**src/rtl/bram_port_arbiter.sv**
```systemverilog
// Purpose: round-robin arbiter sharing one BRAM port between requester 0 and requester 1, with registered port drive.
// Latency: Ack in cycle N, BRAM_EN in N+1, RValid with BRAM_Din in N+2; one command per cycle.
// Backpressure: req/ack handshake; a requester holds its fields until Ack, and bursts are capped at C_MAX_BURST while the other waits.
//
// Vectors are declared descending. Big-endian index k of a [0:W-1] field is bit W-1-k here,
// so numeric values are unchanged. The two address LSBs are value bits [1:0], and
// byte enable bit j covers data bits [8j+7:8j].
module bram_port_arbiter #(
    parameter int C_PORT_DWIDTH = 32,
    parameter int C_PORT_AWIDTH = 32,
    parameter int C_NUM_WE      = 4,
    parameter int C_MAX_BURST   = 8
) (
    input  logic                     BRAM_Clk,
    input  logic                     BRAM_Rst_N,
    input  logic                     Req_0,
    input  logic [C_NUM_WE-1:0]      WE_0,
    input  logic [C_PORT_AWIDTH-1:0] Addr_0,
    input  logic [C_PORT_DWIDTH-1:0] WData_0,
    output logic                     Ack_0,
    output logic [C_PORT_DWIDTH-1:0] RData_0,
    output logic                     RValid_0,
    input  logic                     Req_1,
    input  logic [C_NUM_WE-1:0]      WE_1,
    input  logic [C_PORT_AWIDTH-1:0] Addr_1,
    input  logic [C_PORT_DWIDTH-1:0] WData_1,
    output logic                     Ack_1,
    output logic [C_PORT_DWIDTH-1:0] RData_1,
    output logic                     RValid_1,
    output logic                     BRAM_EN,
    output logic [C_NUM_WE-1:0]      BRAM_WEN,
    output logic [C_PORT_AWIDTH-1:0] BRAM_Addr,
    output logic [C_PORT_DWIDTH-1:0] BRAM_Dout,
    input  logic [C_PORT_DWIDTH-1:0] BRAM_Din
);

    typedef enum logic [1:0] {
        S_IDLE = 2'd0,
        S_OWN0 = 2'd1,
        S_OWN1 = 2'd2
    } state_t;

    localparam logic [7:0] L_MAX = 8'(C_MAX_BURST);
    localparam logic [C_PORT_AWIDTH-1:0] L_ADDR_MASK = {{(C_PORT_AWIDTH-2){1'b1}}, 2'b00};

    state_t                     r_state;
    state_t                     w_state_nxt;
    logic [7:0]                 r_burst_cnt;
    logic [7:0]                 w_cnt_nxt;
    logic [7:0]                 w_cnt_inc;
    logic                       r_last;
    logic                       w_gnt0;
    logic                       w_gnt1;
    logic                       w_gnt;

    logic                       r_en;
    logic [C_NUM_WE-1:0]        r_wen;
    logic [C_PORT_AWIDTH-1:0]   r_addr;
    logic [C_PORT_DWIDTH-1:0]   r_dout;

    logic [C_NUM_WE-1:0]        w_sel_we;
    logic [C_PORT_AWIDTH-1:0]   w_sel_addr;
    logic [C_PORT_DWIDTH-1:0]   w_sel_wdata;

    logic                       r_tag1_rd;
    logic                       r_tag1_own;
    logic                       r_tag2_rd;
    logic                       r_tag2_own;

    // Grant decision: tie from idle goes to the requester that did not win last; an owner keeps the port until it drops Req or exhausts its burst while the other waits.
    always_comb begin
        w_gnt0 = 1'b0;
        w_gnt1 = 1'b0;
        case (r_state)
            S_OWN0: begin
                if (Req_0 && (!Req_1 || (r_burst_cnt < L_MAX))) begin
                    w_gnt0 = 1'b1;
                end else if (Req_1) begin
                    w_gnt1 = 1'b1;
                end
            end
            S_OWN1: begin
                if (Req_1 && (!Req_0 || (r_burst_cnt < L_MAX))) begin
                    w_gnt1 = 1'b1;
                end else if (Req_0) begin
                    w_gnt0 = 1'b1;
                end
            end
            default: begin
                if (Req_0 && Req_1) begin
                    w_gnt0 = r_last;
                    w_gnt1 = !r_last;
                end else begin
                    w_gnt0 = Req_0;
                    w_gnt1 = Req_1;
                end
            end
        endcase
    end

    // Next owner and burst count: staying with the same owner counts up (saturating), any switch or fresh grant restarts at 1.
    always_comb begin
        w_state_nxt = S_IDLE;
        w_cnt_nxt   = 8'd0;
        w_cnt_inc   = (r_burst_cnt >= L_MAX) ? L_MAX : (r_burst_cnt + 8'd1);
        if (w_gnt0) begin
            w_state_nxt = S_OWN0;
            w_cnt_nxt   = (r_state == S_OWN0) ? w_cnt_inc : 8'd1;
        end else if (w_gnt1) begin
            w_state_nxt = S_OWN1;
            w_cnt_nxt   = (r_state == S_OWN1) ? w_cnt_inc : 8'd1;
        end
    end

    assign w_gnt       = w_gnt0 | w_gnt1;
    assign w_sel_we    = w_gnt1 ? WE_1    : WE_0;
    assign w_sel_addr  = w_gnt1 ? Addr_1  : Addr_0;
    assign w_sel_wdata = w_gnt1 ? WData_1 : WData_0;

    // Owner state, burst counter and last-winner record.
    always_ff @(posedge BRAM_Clk or negedge BRAM_Rst_N) begin
        if (!BRAM_Rst_N) begin
            r_state     <= S_IDLE;
            r_burst_cnt <= 8'd0;
            r_last      <= 1'b1;
        end else begin
            r_state     <= w_state_nxt;
            r_burst_cnt <= w_cnt_nxt;
            if (w_gnt) begin
                r_last <= w_gnt1;
            end
        end
    end

    // Registered BRAM port drive; address and data hold when idle so the port only toggles on real commands.
    always_ff @(posedge BRAM_Clk or negedge BRAM_Rst_N) begin
        if (!BRAM_Rst_N) begin
            r_en   <= 1'b0;
            r_wen  <= '0;
            r_addr <= '0;
            r_dout <= '0;
        end else if (w_gnt) begin
            r_en   <= 1'b1;
            r_wen  <= w_sel_we;
            r_addr <= w_sel_addr & L_ADDR_MASK;
            r_dout <= w_sel_wdata;
        end else begin
            r_en  <= 1'b0;
            r_wen <= '0;
        end
    end

    // Two-stage {is_read, owner} tag that lines up with the BRAM's one-cycle read latency.
    always_ff @(posedge BRAM_Clk or negedge BRAM_Rst_N) begin
        if (!BRAM_Rst_N) begin
            r_tag1_rd  <= 1'b0;
            r_tag1_own <= 1'b0;
            r_tag2_rd  <= 1'b0;
            r_tag2_own <= 1'b0;
        end else begin
            r_tag1_rd  <= w_gnt && (w_sel_we == '0);
            r_tag1_own <= w_gnt1;
            r_tag2_rd  <= r_tag1_rd;
            r_tag2_own <= r_tag1_own;
        end
    end

    // Ack is gated by reset so a request held during reset is never accepted and then lost.
    assign Ack_0     = w_gnt0 & BRAM_Rst_N;
    assign Ack_1     = w_gnt1 & BRAM_Rst_N;
    assign RValid_0  = r_tag2_rd & !r_tag2_own;
    assign RValid_1  = r_tag2_rd & r_tag2_own;
    assign RData_0   = BRAM_Din & {C_PORT_DWIDTH{BRAM_Rst_N}};
    assign RData_1   = BRAM_Din & {C_PORT_DWIDTH{BRAM_Rst_N}};
    assign BRAM_EN   = r_en;
    assign BRAM_WEN  = r_wen;
    assign BRAM_Addr = r_addr;
    assign BRAM_Dout = r_dout;

endmodule

```
**config.mk**
```make
export PLATFORM = sky130hd
export DESIGN_NAME = bram_port_arbiter
export DESIGN_NICKNAME = d
export VERILOG_FILES = /design/src/rtl/bram_port_arbiter.sv
export SDC_FILE = /design/constraint.sdc
export NUM_CORES = 1
export LEC_CHECK = 0
export BUFFER_PORTS_ARGS = -buffer_cell sky130_fd_sc_hd__buf_2
export CORE_AREA = 2 2 121 123
export CTS_BUF_LIST = sky130_fd_sc_hd__clkbuf_16
export CTS_CLUSTER_SIZE = 40
export DETAILED_ROUTE_END_ITERATION = 10
export DIE_AREA = 0 0 123 125
export GPL_TIMING_DRIVEN = 0
export HOLD_SLACK_MARGIN = 0.15
export PLACE_DENSITY_LB_ADDON = 0.12
export REMOVE_ABC_BUFFERS = 1
export SETUP_SLACK_MARGIN = 0.02
export SLEW_MARGIN = 20
export SYNTH_ARGS = -nofsm -noshare
export SYNTH_HDL_FRONTEND = slang
export SYNTH_SLANG_ARGS = --single-unit
```
**constraint.sdc**
```tcl
create_clock -name BRAM_Clk -period 3.1 [get_ports BRAM_Clk]
set_clock_uncertainty 0.1 [all_clocks]
set_input_delay 0.31 -clock BRAM_Clk [delete_from_list [all_inputs] [get_ports BRAM_Clk]]
set_output_delay 0.31 -clock BRAM_Clk [all_outputs]
set_load 0.01 [all_outputs]
```
==> metrics.md <==
| Metric | Value |
|---|---|
| IO Count | `around 310` |
| Total negative slack | `0 ns` |
| PD cells | `845 mW/mm²` |
| CTS Sinks | `82` |
| Number of CTS-inserted buffers | `9` |
| Max clock buf depth | `2` |
| EDFF count, synth | `0` |
| Period minus WS final | `2.91 ns` |
| WP data arrival | `between 2 and 3 ns` |
| Avg WL per Cell | `between 10 and 15 µm` |
| Fin. max-slew vios | `0` |
| Area Overhead vs Synth | `63.7%` |
| Synth top area share | `between 40% and 50%` |
| Critical path required time | `roughly 2.7 ns` |
| Gpl congestion | `about 0.75` |
| # rows | `44` |
| # DRC | `0` |
| Critical Path Source Type | `flip-flop` |
| Worst slew pin tran | `~0.53 ns` |
| Die ar. | `0.0154 mm²` |
| Mapped cell area | `~0.0042 mm²` |
| Post-Route WL | `12400 µm` |
| Lkg Pwr | `3.51 nW` |
| Hold Path Class | `input port to flip-flop` |
| Flops & latches, synth | `82` |
| Fin. Hold Viols | `0` |
| Layout cells sized above 1 | `43.8%` |
| Avg Cell Area, Syn | `between 10 and 15 µm²` |
| Dominant synthesized flop cell | `dfrtp_1` |
| Cells after synthesis | `414` |
| Max Cap Violations | `0` |
| CTS tree | `yes` |
| Antenna violations before repair | `0` |
| Detail Route Antenna Nets | `0` |
| Placeable Area | `0.0142 mm²` |
| Power, Total | `about 5.8 mW` |
| Register area share after synthesis | `between 40% and 50%` |
| Starting DRC count in detailed routing | `~120` |
| Finished Core Util | `between 40% and 50%` |
| Status | `complete, no violations` |
| Total gr overflow | `0` |
| Port Buffer Count | `between 300 and 400` |
| H-tree depth | `3` |
| Worst-Skew Late Latency | `0.34 ns` |
| Area contributors post-synth | `dfrtp_1 48%, mux2i_1 15%, a21oi_1 7.5%, buf_4 6.1%, nor2_1 5.8%` |
| Cell Area, Placed | `between 0.005 and 0.006 mm²` |
| DRT Pass-1 Iters | `4` |
| DP HPWL | `8820 µm` |
| Post-synth top area cell | `dfrtp_1` |
| Final net count | `approximately 930` |
| YS warnings | `0` |
| Fin area | `0.00687 mm²` |
| Synth cell types | `40` |
| Via/cell ratio | `4.40` |
| Worst-path maximum fanout | `18` |
| Largest net degree at the start of global routing | `63` |
| Part of the cycle the worst path needs | `between 90% and 100%` |
| RSZ-0062 raised after global routing | `false` |
| VDD IR-drop max | `about 380 µV` |
| Routed vias | `4164` |
| Chip Height | `125 µm` |
| Clk root buf | `clkbuf_16` |
| Most common cell in the synthesized netlist | `dfrtp_1` |
| Starting Density | `29.5%` |
| N_diodes | `0` |
| Total track usage | `around 16%` |
| Setup violations, final | `0` |
| Critical path endpoint category | `primary output` |
| Hold WS | `between 0.15 and 0.2 ns` |
| Vias in the first global route | `around 4000` |
| Post-synth ARST share | `between 90% and 100%` |
| First-pass GRT wire length | `approximately 20000 µm` |
| Die X | `roughly 120 µm` |
| Max-slew headroom | `64.5%` |
| Clock slew at reported path FFs | `0.07 ns` |
| Fmax | `0.343 GHz` |
| Crit Path Class | `flip-flop to primary output` |
| Commonest cells post-synth | `81 x dfrtp_1, 65 x nor2_1, 63 x a21oi_1` |
## critical path: stages (launching register included)
cell	delay, ns
dfrtp_1	0.38
ha_1	0.28
or4b_4	0.53
o311ai_4	0.37
nor2_4	0.11
buf_16	0.19
and2_1	0.16
buf_2	0.13
## logic make-up (layout without fill, tap and decap cells)
family	after synthesis	count (layout)	share of synthesized area, %
AOI/OAI and AO/OA	77	77	10.7
xor gates and xnor gates	1	1	0.209
adders and majority gates	4	4	1.19
buffers and inverters	63	406	9.33
DFF	82	82	48.9
muxes	62	62	14.8
other	1	6	0.0894
and+or+nand+nor	124	124	14.7
## repair_timing
| action | CTS | global route |
|---|---|---|
| pin swaps | 0 | 1 |
| endpoints found under the setup margin | 1 | 1 |
| hold buffers | 73 | 0 |
| setup buffers | 0 | 2 |
| hold endpoints to repair | 119 | 0 |
| gates resized for setup | 1 | 0 |
## path summary, 6_finish.rpt
check,cells past startpoint,from,end,slack [ns]
worst min register to register,0,r_tag1_rd,r_tag2_rd,0.26
worst min-delay path,3,WData_0[6],BRAM_Dout[6],0.17
max in group asynchronous,3,BRAM_Rst_N,BRAM_Addr[24],1.86
min in group asynchronous,2,BRAM_Rst_N,r_tag2_rd,0.40
worst max-delay path,7,r_state[0],Ack_0,0.19
worst max register to register,8,r_state[0],BRAM_WEN[2],0.20
## placed cells by master (no fill, tap or decap), drive strengths merged, types with 2 or more instances in the layout
cell type / netlist / routed
a21boi: 2 / 2
a21oi: 63 / 63
a22o: 4 / 4
and2: 35 / 35
and3: 3 / 3
buf: 43 / 312
bufinv: 0 / 2
clkbuf: 15 / 9
clkinv: 0 / 2
clkinvlp: 0 / 2
conb: 1 / 6
dfrtp: 81 / 81
dlygate4sd3: 0 / 73
ha: 4 / 4
inv: 5 / 6
mux2i: 62 / 62
nand2: 3 / 3
nand2b: 2 / 2
nand3: 3 / 3
nor2: 66 / 66
nor2b: 2 / 2
nor3: 3 / 3
o21ai: 3 / 3
## per-layer routing
layer	track usage, %	part of all wire, %
met5	0	0
met2	28.1	51
met4	6.42	1.8
met3	4.93	8.9
met1	17.8	38
## stage by stage
stage | worst slack, ns | instances
after floorplan | -1.14 | 361
after global placement | -2.58 | 847
after detailed placement | 0.286 | 855
after CTS | 0.0584 | 944
after global routing | 0.0623 | 946
final | 0.188 | 946
## cell type report
| class | count | area, µm² |
|---|---|---|
| well taps | 184 | 230 |
| flip-flops and latches | 82 | 2050 |
| repair buffers | 385 | 2460 |
| clock inverters | 7 | 91.3 |
| multi-input cells | 274 | 1790 |
| fillers | 1350 | 7340 |
| inverters | 5 | 18.8 |
| clock buffers | 9 | 225 |
## flip-flops by register name, indices dropped and copies added, names as in the netlist, 2 cells and up
| name | cells |
|---|---|
| BRAM_Dout | 32 |
| BRAM_Addr | 30 |
| r_burst_cnt | 8 |
| BRAM_WEN | 4 |
| r_state | 2 |
## where the power goes
part           internal, mW  switching [mW]
registers              1.57           0.234
clock network         0.703           0.441
logic                  1.37            1.48
Power figures use the tool's default switching activity.
